`src/rtl/vector_arb_pkg.sv`:
```
// Shared definitions for the vector arbiter.
//   VEC_W        : width of one vector word delivered by the buffer.
//   arb_state_t  : arbiter FSM encoding (IDLE, ISSUE, WAIT, RESPOND).
//   retry_cnt_w  : width of the retry counter needed to count up to MAX_RETRY.
package vector_arb_pkg;

    localparam int VEC_W = 8;

    typedef enum logic [1:0] {
        ST_IDLE    = 2'd0,
        ST_ISSUE   = 2'd1,
        ST_WAIT    = 2'd2,
        ST_RESPOND = 2'd3
    } arb_state_t;

    // At least one bit so the counter exists even when retries are disabled.
    function automatic int retry_cnt_w(input int max_retry);
        return (max_retry < 1) ? 1 : $clog2(max_retry + 1);
    endfunction

endpackage

```
`src/rtl/vector_arbiter_if.sv`:
```
// Bundle of requester-side and buffer-side signals of the vector arbiter.
//   req        : per-requester level request
//   ack        : one-hot completion pulse
//   ack_ok     : 1 = vector delivered, 0 = miss (qualifies ack)
//   ack_vector : delivered vector, 0 unless ack with ack_ok
//   buf_req    : one-cycle poll strobe to the vector buffer
//   buf_vector : buffer data, one cycle after buf_req
//   buf_valid  : buffer data valid, same cycle as buf_vector
//   busy       : arbiter is inside a transaction
//
// Handshake: a requester raises req[i] and holds it until it sees ack[i]
// for exactly one cycle; the arbiter ignores req changes once a grant is
// latched. Each buf_req pulse is answered by the buffer in the following
// cycle with buf_valid/buf_vector; buf_valid at any other time is ignored.
interface vector_arbiter_if #(
    parameter int NB_REQ = 4
);
    import vector_arb_pkg::*;

    logic [NB_REQ-1:0] req;
    logic [NB_REQ-1:0] ack;
    logic              ack_ok;
    logic [VEC_W-1:0]  ack_vector;
    logic              buf_req;
    logic [VEC_W-1:0]  buf_vector;
    logic              buf_valid;
    logic              busy;

    // Arbiter side.
    modport slave (
        input  req, buf_vector, buf_valid,
        output ack, ack_ok, ack_vector, buf_req, busy
    );

    // Environment side (requesters + buffer).
    modport master (
        output req, buf_vector, buf_valid,
        input  ack, ack_ok, ack_vector, buf_req, busy
    );

endinterface

```
`src/rtl/rr_picker.sv`:
```
// Combinational round-robin picker.
//   req   : request vector
//   ptr   : priority pointer; search starts here and wraps modulo NB_REQ
//   grant : index of the first set request at or after ptr
//   any   : at least one request is set (grant is 0 otherwise)
module rr_picker #(
    parameter int NB_REQ = 4
) (
    input  logic [NB_REQ-1:0]         req,
    input  logic [$clog2(NB_REQ)-1:0] ptr,
    output logic [$clog2(NB_REQ)-1:0] grant,
    output logic                      any
);
    localparam int IDX_W = $clog2(NB_REQ);

    int idx;

    // Walk offsets from farthest to nearest so the nearest set bit at or
    // after ptr is the last one written and therefore wins.
    always_comb begin
        grant = '0;
        idx   = 0;
        for (int i = NB_REQ - 1; i >= 0; i--) begin
            idx = int'(ptr) + i;
            if (idx >= NB_REQ) begin
                idx = idx - NB_REQ;
            end
            if (req[idx]) begin
                grant = IDX_W'(idx);
            end
        end
    end

    assign any = |req;

endmodule

```
`src/rtl/vector_arbiter.sv`:
```
// Round-robin arbiter sharing one vector buffer among NB_REQ requesters.
// A latched grant polls the buffer (ISSUE), samples its answer (WAIT),
// re-polls up to MAX_RETRY times on empty, then acknowledges the granted
// requester (RESPOND) with either the vector or a miss.
//   clk, rst_n : clock, synchronous active-low reset
//   bus        : requester/buffer signal bundle (slave modport)
//   state_dbg  : current FSM state for observation
module vector_arbiter
    import vector_arb_pkg::*;
#(
    parameter int NB_REQ    = 4,
    parameter int MAX_RETRY = 3
) (
    input  logic                   clk,
    input  logic                   rst_n,
    vector_arbiter_if.slave        bus,
    output arb_state_t             state_dbg
);
    localparam int IDX_W = $clog2(NB_REQ);
    localparam int RET_W = retry_cnt_w(MAX_RETRY);
    localparam logic [NB_REQ-1:0] ONE_HOT0 = NB_REQ'(1);

    arb_state_t        state_q, state_d;
    logic [IDX_W-1:0]  grant_q, grant_d;
    logic [IDX_W-1:0]  ptr_q, ptr_d;
    logic [RET_W-1:0]  retry_q, retry_d;

    logic [NB_REQ-1:0] ack_q, ack_d;
    logic              ack_ok_q, ack_ok_d;
    logic [VEC_W-1:0]  ack_vector_q, ack_vector_d;
    logic              buf_req_q, buf_req_d;
    logic              busy_q, busy_d;

    logic [IDX_W-1:0]  pick_idx;
    logic              pick_any;
    logic              retry_left;

    rr_picker #(
        .NB_REQ (NB_REQ)
    ) u_picker (
        .req   (bus.req),
        .ptr   (ptr_q),
        .grant (pick_idx),
        .any   (pick_any)
    );

    assign retry_left = (32'(retry_q) < MAX_RETRY);

    // State and registered outputs.
    always_ff @(posedge clk) begin
        if (!rst_n) begin
            state_q      <= ST_IDLE;
            grant_q      <= '0;
            ptr_q        <= '0;
            retry_q      <= '0;
            ack_q        <= '0;
            ack_ok_q     <= 1'b0;
            ack_vector_q <= '0;
            buf_req_q    <= 1'b0;
            busy_q       <= 1'b0;
        end else begin
            state_q      <= state_d;
            grant_q      <= grant_d;
            ptr_q        <= ptr_d;
            retry_q      <= retry_d;
            ack_q        <= ack_d;
            ack_ok_q     <= ack_ok_d;
            ack_vector_q <= ack_vector_d;
            buf_req_q    <= buf_req_d;
            busy_q       <= busy_d;
        end
    end

    // Next-state logic.
    always_comb begin
        state_d = state_q;
        case (state_q)
            ST_IDLE:    if (pick_any) state_d = ST_ISSUE;
            ST_ISSUE:   state_d = ST_WAIT;
            ST_WAIT: begin
                if (bus.buf_valid)   state_d = ST_RESPOND;
                else if (retry_left) state_d = ST_ISSUE;
                else                 state_d = ST_RESPOND;
            end
            ST_RESPOND: state_d = ST_IDLE;
            default:    state_d = ST_IDLE;
        endcase
    end

    // Output and datapath logic. Every output is computed one cycle ahead
    // so that it appears registered in the cycle the FSM occupies the
    // matching state (buf_req with ISSUE, ack with RESPOND).
    always_comb begin
        grant_d      = grant_q;
        ptr_d        = ptr_q;
        retry_d      = retry_q;
        ack_d        = '0;
        ack_ok_d     = 1'b0;
        ack_vector_d = '0;
        buf_req_d    = 1'b0;
        busy_d       = (state_d != ST_IDLE);
        case (state_q)
            ST_IDLE: begin
                if (pick_any) begin
                    grant_d   = pick_idx;
                    retry_d   = '0;
                    buf_req_d = 1'b1;
                end
            end
            ST_WAIT: begin
                if (bus.buf_valid) begin
                    ack_d        = ONE_HOT0 << grant_q;
                    ack_ok_d     = 1'b1;
                    ack_vector_d = bus.buf_vector;
                end else if (retry_left) begin
                    retry_d   = retry_q + RET_W'(1);
                    buf_req_d = 1'b1;
                end else begin
                    ack_d = ONE_HOT0 << grant_q;
                end
            end
            ST_RESPOND: begin
                // Priority moves just past the requester that was served.
                ptr_d = (grant_q == IDX_W'(NB_REQ - 1)) ? '0 : grant_q + IDX_W'(1);
            end
            default: ;
        endcase
    end

    assign bus.ack        = ack_q;
    assign bus.ack_ok     = ack_ok_q;
    assign bus.ack_vector = ack_vector_q;
    assign bus.buf_req    = buf_req_q;
    assign bus.busy       = busy_q;
    assign state_dbg      = state_q;

endmodule

```
`src/flat_wrapper.sv`:
```
// flat-port wrapper written by rule: the top's interface ports become plain ports
module vector_arbiter_flat import vector_arb_pkg::*;
#(
    parameter int NB_REQ    = 4,
    parameter int MAX_RETRY = 3
)
  (clk, rst_n, state_dbg, bus_req, bus_buf_vector, bus_buf_valid, bus_ack, bus_ack_ok, bus_ack_vector, bus_buf_req, bus_busy);
  vector_arbiter_if #(.NB_REQ(NB_REQ)) bus_i ();
  input  logic clk;
  input  logic rst_n;
  output arb_state_t state_dbg;
  input wire logic [$bits(bus_i.req)-1:0] bus_req;
  input wire logic [$bits(bus_i.buf_vector)-1:0] bus_buf_vector;
  input wire logic [$bits(bus_i.buf_valid)-1:0] bus_buf_valid;
  output wire logic [$bits(bus_i.ack)-1:0] bus_ack;
  output wire logic [$bits(bus_i.ack_ok)-1:0] bus_ack_ok;
  output wire logic [$bits(bus_i.ack_vector)-1:0] bus_ack_vector;
  output wire logic [$bits(bus_i.buf_req)-1:0] bus_buf_req;
  output wire logic [$bits(bus_i.busy)-1:0] bus_busy;
  assign bus_i.req = bus_req;
  assign bus_i.buf_vector = bus_buf_vector;
  assign bus_i.buf_valid = bus_buf_valid;
  assign bus_ack = bus_i.ack;
  assign bus_ack_ok = bus_i.ack_ok;
  assign bus_ack_vector = bus_i.ack_vector;
  assign bus_buf_req = bus_i.buf_req;
  assign bus_busy = bus_i.busy;
  vector_arbiter #(.NB_REQ(NB_REQ), .MAX_RETRY(MAX_RETRY)) u_core (.clk(clk), .rst_n(rst_n), .bus(bus_i), .state_dbg(state_dbg));
endmodule
```
`config.mk`:
```
export PLATFORM = sky130hd
export DESIGN_NAME = vector_arbiter_flat
export DESIGN_NICKNAME = d
export VERILOG_FILES = /design/src/rtl/vector_arb_pkg.sv /design/src/rtl/vector_arbiter_if.sv /design/src/rtl/rr_picker.sv /design/src/rtl/vector_arbiter.sv /design/src/flat_wrapper.sv
export SDC_FILE = /design/constraint.sdc
export NUM_CORES = 1
export LEC_CHECK = 0
export BUFFER_PORTS_ARGS = -buffer_cell sky130_fd_sc_hd__buf_2
export CAP_MARGIN = 5
export CORE_MARGIN = 4
export CORE_UTILIZATION = 48
export DETAILED_ROUTE_END_ITERATION = 16
export PLACE_DENSITY = 0.74
export SYNTH_ARGS = -nofsm -noshare
export SYNTH_HDL_FRONTEND = slang
export SYNTH_HIERARCHICAL = 1
export SYNTH_SLANG_ARGS = --single-unit
```
`constraint.sdc`:
```
create_clock -name clk -period 1.6 [get_ports clk]
set_clock_uncertainty 0.15 [all_clocks]
set_input_delay 0.08 -clock clk [delete_from_list [all_inputs] [get_ports clk]]
set_output_delay 0.08 -clock clk [all_outputs]
set_load 0.02 [all_outputs]
```
# After elaboration in Yosys (flattened, before gate mapping)
# Index checks and enable logic that the tools add are counted.
# totals
mem_bits_ro	0
inputBits	15
elab_cells	79
output_inout_bits	17
n_memories	0
ff_bits	23
ram_bits	0
latch_bits	0
# classes
shift	1
bitwise	0
order_cmp	9
n_reduce_logical	8
n_eq_ne	7
n_div	0
muxes	36
n_mul	0
n_addsub	9
# op_table
op	count
< comparator 32 x 4 -> 1 bit, second input constant	4
2-to-1 mux 32 bit	4
>= comparator 32 x 4 -> 1 bit, second input constant	1
subtractor 32 x 4 -> 32 bit, second input constant	1
2-to-1 mux 2 bit	11
2-to-1 mux 1 bit	12
binary-select mux 1 bit (select 2 bit)	4
2-to-1 mux 4 bit	2
case mux 2 bit (4 select lines)	1
subtractor 3 x 3 -> 4 bit, second input constant	2
adder 2 x 2 -> 3 bit, second input constant	2
equality test 2 bit, second input constant	3
>= comparator 3 bit, second input constant	2
adder 2 x 1 -> 2 bit, second input constant	2
!= test 2 x 1 -> 1 bit, second input constant	2
case mux 2 bit (2 select lines)	1
AND reduction 2 bit	2
AND reduction 4 bit	1
nonzero test 2 bit	2
OR reduction 4 bit	1
<< shifter 1 x 2 -> 4 bit, first input constant	1
subtractor 2 x 3 -> 4 bit, second input constant	1
adder 2 x 1 -> 3 bit, second input constant	1
>= comparator 2 x 3 -> 1 bit, second input constant	1
other kinds (6)	6

# Depth between registers and ports, before layout
# Gate-level depths: netlist of run 1.
# logic_depth
word_depth	10
mapped_depth	5
ltp_nobuf	5

# Cells and area by module
# The synthesis of run 1 kept the hierarchy.
# by_module_without_submodules
mod	seq_area_each_um2	cells_each	n_inst	area_each_um2
vector_arbiter	460.4	82	1	914.6
rr_picker	0.0	13	1	77.6

# Worst setup path before layout of run 1
# OpenSTA, ideal clock, no wires.
# synth_timing
kind	register to register
startpoint	register u_core.state_q[1] (netlist: u_core/state_dbg[1])
endpoint	register u_core.buf_req_q (netlist: u_core/bus.buf_req)
setup_time_ns	0.115
period_less_slack_ns	1.388
required_ns	1.335
t_arrival_ns	1.123
path_stages_with_launch	4
n_path_buf	1
setup_slack_ns	0.212
path_cell_list	dfxtp_1 buf_6 mux2_4 and2_1
# synth_via
elab_chain_cells	2
elab_cells_between_ends	3
cone_classes	eq/ne: 1; mux: 1; reduce/logical: 1
# synth_rtl
element	line_no	text
from (decl)	vector_arbiter.sv:23	arb_state_t state_q, state_d;
from (signal assigned)	vector_arbiter.sv:62	state_q <= state_d;
equality test 2 bit / zero test 2 bit (equally long branches)	vector_arbiter.sv:102	case (state_q)
case mux 1 bit (2 select lines) (*)	vector_arbiter.sv:102	
to (signal assigned)	vector_arbiter.sv:69	buf_req_q <= buf_req_d;
to (decl)	vector_arbiter.sv:31	logic buf_req_q, buf_req_d;
# Every way passes the cells marked *; elsewhere a longest branch is shown, timed or not.
# A chain may end at the register's enable or synchronous reset.

# Worst setup path after layout of run 1
# layout_timing
startpoint	input rst_n
endpoint	register u_core.ack_vector_q[3] (netlist: u_core/bus.ack_vector[3])
# layout_via
elab_chain_cells	1
# layout_rtl
element	line_no	text
from (decl)	flat_wrapper.sv:10	input logic rst_n;
AND reduction 3 bit (no source line)	n/a	
to (signal assigned)	vector_arbiter.sv:68	ack_vector_q <= ack_vector_d;
to (decl)	vector_arbiter.sv:30	logic [VEC_W-1:0] ack_vector_q, ack_vector_d;
# No other way between the ends.

==> results of run 1 <==
-- through the flow --
step / power [W] / area, um^2 / utilization
final: 0.00102 / 1290 / 0.660
after global routing: 0.00107 / 1290 / 0.660
after CTS: 0.00103 / 1290 / 0.660
after detailed placement: 0.000750 / 1160 / 0.590
after global placement: 0.000747 / 1160 / 0.590
after floorplan: 0.000709 / 992 / -
-- cell usage after synthesis --
cell | count | area, um^2
o21ai_1 | 1 | 5.00
mux2i_1 | 5 | 50.1
a211oi_2 | 1 | 12.5
nor2b_1 | 4 | 25.0
mux2_4 | 1 | 15.0
and2_4 | 8 | 70.1
nor2_1 | 9 | 33.8
nor3b_1 | 2 | 15.0
nand4_1 | 1 | 6.26
inv_1 | 2 | 7.51
ha_1 | 5 | 62.6
and2b_1 | 1 | 7.51
nand2b_4 | 1 | 13.8
o211ai_1 | 1 | 7.51
clkbuf_1 | 1 | 3.75
nand3_1 | 2 | 10.0
o21a_1 | 1 | 7.51
nor2_2 | 1 | 6.26
nor3_1 | 1 | 5.00
and3_1 | 1 | 6.26
o211ai_2 | 1 | 12.5
nor3b_2 | 1 | 12.5
buf_2 | 1 | 5.00
dfxtp_1 | 23 | 460
a21oi_1 | 1 | 5.00
a211oi_1 | 1 | 7.51
nor3b_4 | 1 | 18.8
nand2_1 | 7 | 26.3
buf_6 | 2 | 22.5
a21boi_1 | 1 | 7.51
nand2b_1 | 2 | 12.5
and2_1 | 5 | 31.3
-- sequential cells by signal, indices dropped and copies added (netlist names) --
signal	flops
u_core/bus.busy	1
u_core/state_dbg	2
u_core/bus.ack	4
u_core/grant_q	2
u_core/retry_q	2
u_core/bus.ack_ok	1
u_core/bus.ack_vector	8
u_core/ptr_q	2
u_core/bus.buf_req	1
-- timing repair --
action | CTS | global route
endpoints found under the setup margin | 0 | 0
hold endpoints to repair | 17 | 0
hold buffers | 11 | 0
-- critical path, stage by stage --
cell and delay [ps]:
dlygate4sd3_1 520, buf_2 230, and2b_1 180, and3_1 350
and2_4 190
-- how the worst max path moves through the flow --
stage	start	end	slack, ps	depth (start not counted)
final	rst_n	u_core/bus.ack_vector[3]	160	5
after global routing	rst_n	u_core/bus.ack_vector[1]	30	5
after CTS	rst_n	u_core/bus.ack_vector[1]	150	5
after detailed placement	u_core/state_dbg[1]	u_core/bus.ack_vector[0]	210	2
after global placement	u_core/state_dbg[1]	u_core/bus.ack_vector[0]	250	2
after floorplan	u_core/state_dbg[1]	u_core/bus.buf_req	210	3
-- where the power goes --
| group | switching, W | total [W] | internal (W) | leakage, nW |
|---|---|---|---|---|
| Combinational | 0.0000693 | 0.000150 | 0.0000810 | 0.420 |
| Clock | 0.000170 | 0.000263 | 0.0000933 | 0.0177 |
| Sequential | 0.0000171 | 0.000607 | 0.000590 | 0.187 |
-- placed cells by master, fill, tap and decap left out, types with 2 or more instances in the layout --
| master | Yosys | routed |
|---|---|---|
| buf_2 | 1 | 31 |
| dfxtp_1 | 23 | 23 |
| dlygate4sd3_1 | 0 | 11 |
| nor2_1 | 9 | 9 |
| and2_4 | 8 | 8 |
| nand2_1 | 7 | 7 |
| mux2i_1 | 5 | 5 |
| and2_1 | 5 | 5 |
| ha_1 | 5 | 5 |
| nor2b_1 | 4 | 4 |
| clkbuf_4 | 0 | 3 |
| inv_1 | 2 | 2 |
| nor3b_1 | 2 | 2 |
| nand3_1 | 2 | 2 |
| nand2b_1 | 2 | 2 |
-- kinds of logic after synthesis --
group                      after synthesis
AOI/OAI and AO/OA                        8
buffers and inverters                    6
DFF                                     23
muxes                                    6
and+or+nand+nor                         47
adders and majority gates                5
-- layer usage --
metal	track usage	share of wire	up-vias
met5	0	0	-
met4	0.0894	0.023	0
met3	0.0338	0.075	4
met2	0.204	0.44	26
met1	0.195	0.46	331
li1	-	-	395
-- final cells by class --
cell class	instances	area [um^2]	share of cell area
sequential	23	460	0.356
multi-input combinational	66	493	0.381
timing repair buffer	43	273	0.211
inverter	2	7.51	0.00580
clock inverter	1	5.00	0.00386
tap	27	33.8	0.0261
clock buffer	3	22.5	0.0174
==> key figures, run 1 <==
Timing
  • Worst-Margin Slew: 432 ps
  • Fin worst setup slack: 157 ps
  • Worst slew margin: 0.712
  • Pins Over Slew Limit: 0
  • Hold Slack: 52.4 ps
  • Fin crit share: 0.902
  • Setup TNS: 0 ps
  • Endpoints failing setup: 0
  • RSZ-0062 raised after global routing: no
  • Period minus WS final: 1440 ps
  • Maximum clock rate: 693 MHz
  • Final hold vios: 0

Yosys
  • Synth Area in Compound Gates: 0.0656
  • Sequential area share after synthesis: 0.464
  • Syn Nets: 115
  • Cells after synthesis: 95
  • Largest family of logic cells by synthesized area: simple AND/OR/NAND/NOR gates
  • Mux cell area share after synthesis: 0.0656
  • Syn. warnings: 6
  • Yosys cell types: 32
  • Syn Area/Cell: 10.4 um^2
  • Synth Area in Adders: 0.0631
  • Simple-gate share of the synthesized area: 0.303
  • Synth Area in XOR/XNOR: 0
  • FF+latch count, synth: 23
  • Mapped cell area: 992 um^2

Setup path
  • Reg2reg path depth: 2
  • Critical path arrival: 1550 ps
  • Worst R2R End: u_core/bus.ack_vector[3]
  • Data required, critical path: 1710 ps
  • Reg2reg setup slack: 180 ps
  • Startpoint types: input port
  • CP endpoint kind: flop
  • Critical path type: input port to flop
  • Reg2reg start: u_core/state_dbg[1]
  • Maximum fanout along the worst path: 12

Final layout
  • Final Net Count: 159
  • Area growth from synthesis to layout: 30.5%
  • Filler instances: 164
  • Number of cells in the finished layout apart from fillers: 165
  • Layout cells sized above 1: 0.370
  • ANT cells: 0

CTS
  • H-Tree Depth: 1
  • Clock latency on the worst-skew pair: 310 ps
  • CTS Root Cell: clkbuf_4
  • Clock transition at path regs: 130 ps
  • # Post-CTS Setup Buffers: 0
  • CTS sink count: 23
  • Clk buf depth: 2
  • CTS Buf Count: 3
  • PostCTS Resize Cnt: 0
  • CTS tree: built

Drt
  • DRT antenna net count: 0
  • DRT iter0 DRCs: 11
  • Vias/cell: 4.58
  • DR vias: 756
  • DR DRC count: 0
  • Drt pass-1 iters: 4
  • Avg WL per Cell: 10.9 um
  • Routed Wire Length: 1.79 mm

Placed design
  • Placed instance count: 150
  • # port buffers: 31
  • Dpl hpwl: 1.27 mm
  • Dpl ws: 206 ps
  • GPL Wtd Cong: 0.746

Floorplanning
  • Number of cell rows: 16
  • I/O pin count: 32
  • Die area: 0.00286 mm^2
  • Initial Util: 0.506
  • Core region area: 0.00196 mm^2
  • DIE HEIGHT: 53.5 um
  • Die span in x: 53.5 um

Flow run
  • Max_cap viols: 0

Pwr
  • Total power divided by cell area: 788 mW/mm^2
  • LEAKAGE: 0.625 nW
  • Peak supply drop: 0.529 mV

GRT
  • Vias in the first global route: 592
  • GRT Util Overall: 0.145
  • Largest net degree at the start of global routing: 14
  • Overflow left after global routing: 0
  • First-pass GRT wire length: 2.86 mm
  • Initial antenna violation count: 0

Hold path
  • Hold WC Path Type: input port to flop
  • Hold Path Depth: 5
  • Hold Path Origin: bus_req[2]
  • Worst Hold Path EP: u_core/bus.busy

Run status
  • Status: completed
No activity file was read; power rests on OpenSTA's default activity.
==> inputs of run 2 (changes only) <==
--- a/config.mk
+++ b/config.mk
@@ -11,6 +11,7 @@
 export CORE_UTILIZATION = 48
 export DETAILED_ROUTE_END_ITERATION = 16
 export PLACE_DENSITY = 0.74
+export REMOVE_ABC_BUFFERS = 1
 export SYNTH_ARGS = -nofsm -noshare
 export SYNTH_HDL_FRONTEND = slang
 export SYNTH_HIERARCHICAL = 1
==> run 2 against run 1 <==
  * Critical path depth is the same
  * Fmax grew 0.62%
  * Non-clock buffer count shrank 1
  * Largest cell class unchanged
==> key figures, run 2 (synthesis gave the netlist of run 1 again) <==
GRT
  • First-pass GRT wire length: 3.03 mm
  • Largest net degree at the start of global routing: 14
  • Initial antenna violation count: 0
  • Vias in the first global route: 709
  • Overflow left after global routing: 0
  • GRT Util Overall: 0.150

Setup path
  • Startpoint types: input port
  • Reg2reg start: u_core/state_dbg[1]
  • Critical path type: input port to flop
  • Maximum fanout along the worst path: 12
  • Reg2reg path depth: 2
  • Critical path launch point: rst_n
  • Cells along the critical path: dlygate4sd3_1, buf_2, and2b_1, and3_1, and2_4
  • Data required, critical path: 1700 ps
  • Critical Path Stages: 5
  • Critical path arrival: 1540 ps
  • CP endpoint kind: flop
  • Reg2reg setup slack: 180 ps
  • Worst R2R End: u_core/bus.ack_vector[2]
  • Critical Path Sink: u_core/bus.ack_vector[2]
  • CP max-delay cell: dlygate4sd3_1
  • Bufs and invs on worst path: 2
  • Worst path top cell family by delay: buffers and inverters
  • Largest stage delay, worst path: 510 ps

Floorplanning
  • Die area: 0.00286 mm^2
  • I/O pin count: 32
  • Initial Util: 0.506
  • Number of cell rows: 16
  • Die span in x: 53.5 um
  • DIE HEIGHT: 53.5 um
  • Core region area: 0.00196 mm^2

Timing
  • Endpoints failing setup: 0
  • Period minus WS final: 1430 ps
  • Fin crit share: 0.896
  • Worst slew margin: 0.696
  • Pins Over Slew Limit: 0
  • Worst-Margin Slew: 455 ps
  • RSZ-0062 raised after global routing: no
  • Setup TNS: 0 ps
  • Maximum clock rate: 697 MHz
  • Final hold vios: 0

Drt
  • DR DRC count: 0
  • DR vias: 755
  • DRT iter0 DRCs: 8
  • Drt pass-1 iters: 4
  • Routed Wire Length: 1.89 mm
  • Vias/cell: 4.60
  • Avg WL per Cell: 11.5 um
  • DRT antenna net count: 0

Placed design
  • GPL Wtd Cong: 0.747
  • # port buffers: 31
  • Dpl hpwl: 1.29 mm

Pwr
  • LEAKAGE: 0.618 nW
  • Total power divided by cell area: 792 mW/mm^2
  • Peak supply drop: 0.448 mV

Final layout
  • Area growth from synthesis to layout: 29.4%
  • Final core occ: 0.654
  • Filler instances: 170
  • ANT cells: 0
  • Largest register FFs: 8
  • Layout cells sized above 1: 0.365
  • Commonest non-fill, non-tap cell in the layout: buf_2
  • Highest-count cells in the layout ignoring fill and taps: buf_2, dfxtp_1, dlygate4sd3_1
  • Final Net Count: 158

CTS
  • CTS sink count: 23
  • CTS Root Cell: clkbuf_4
  • Clock transition at path regs: 120 ps
  • Clock latency on the worst-skew pair: 300 ps
  • Clk buf depth: 2
  • CTS Buf Count: 3
  • PostCTS Resize Cnt: 0
  • CTS tree: built
  • H-Tree Depth: 1

Hold path
  • Hold Path Depth: 4
  • Hold WC Path Type: input port to flop

Flow run
  • Max_cap viols: 0

Run status
  • Status: completed
==> run 2: changes by cell type in the layout (fill, tap and decap cells not counted) <==
cell	previous run	this run
dlygate4sd3_1	11	10
clkinv_2	1	0
clkbuf_1	0	1
==> run 2: worst min-delay path by stage <==
stage	start	endpoint	slack [ps]
CTS	bus_buf_valid	u_core/retry_q[1]	10
global placement	bus_buf_vector[3]	u_core/bus.ack_vector[3]	150
detailed placement	bus_buf_vector[5]	u_core/bus.ack_vector[5]	150
finish	bus_buf_valid	u_core/retry_q[1]	10
global route	bus_buf_valid	u_core/retry_q[1]	40
floorplan	rst_n	u_core/bus.busy	40
==> run 2: worst reg2reg max path, stage by stage (launching register included) <==
cell and delay, ps:
dfxtp_1 620, and3_1 410, and2_4 200
==> run 2: routing by layer <==
metal	part of all wire	vias to the layer above	GRT usage
li1	-	396	-
met1	0.42	339	0.180
met2	0.52	20	0.259
met3	0.059	0	0.0338
met4	0	0	0.0511
met5	0	-	0
==> run 2: where the power goes <==
group | leakage (nW) | internal, W | switching [W]
sequential | 0.187 | 0.000590 | 0.0000176
clock | 0.0150 | 0.0000970 | 0.000162
combinational | 0.416 | 0.0000796 | 0.0000703
==> run 2: what timing repair did <==
action	in CTS	in global routing
setup buffers	0	0
endpoints found under the hold margin	16	0
hold buffers	10	0
==> run 2: per-stage QoR <==
stage / hold slack (ps) / total power, W / std cells / setup WS [ps] / area, um^2
after global routing: 42.9 / 0.00107 / 164 / 36.3 / 1280
final: 13.1 / 0.00102 / 164 / 166 / 1280
after floorplan: 43.8 / 0.000699 / 91 / 64.6 / 961
after CTS: 12.7 / 0.00103 / 164 / 168 / 1280
after global placement: 148 / 0.000747 / 150 / 250 / 1160
after detailed placement: 151 / 0.000751 / 150 / 201 / 1160
==> run 2: cell type report <==
cell class / count / area, um^2 / share of cell area
Sequential cell: 23 / 460 / 0.359
Timing Repair Buffer: 42 / 263 / 0.205
Multi-Input combinational cell: 66 / 493 / 0.384
Inverter: 2 / 7.51 / 0.00585
Clock buffer: 4 / 26.3 / 0.0205
Tap cell: 27 / 33.8 / 0.0263
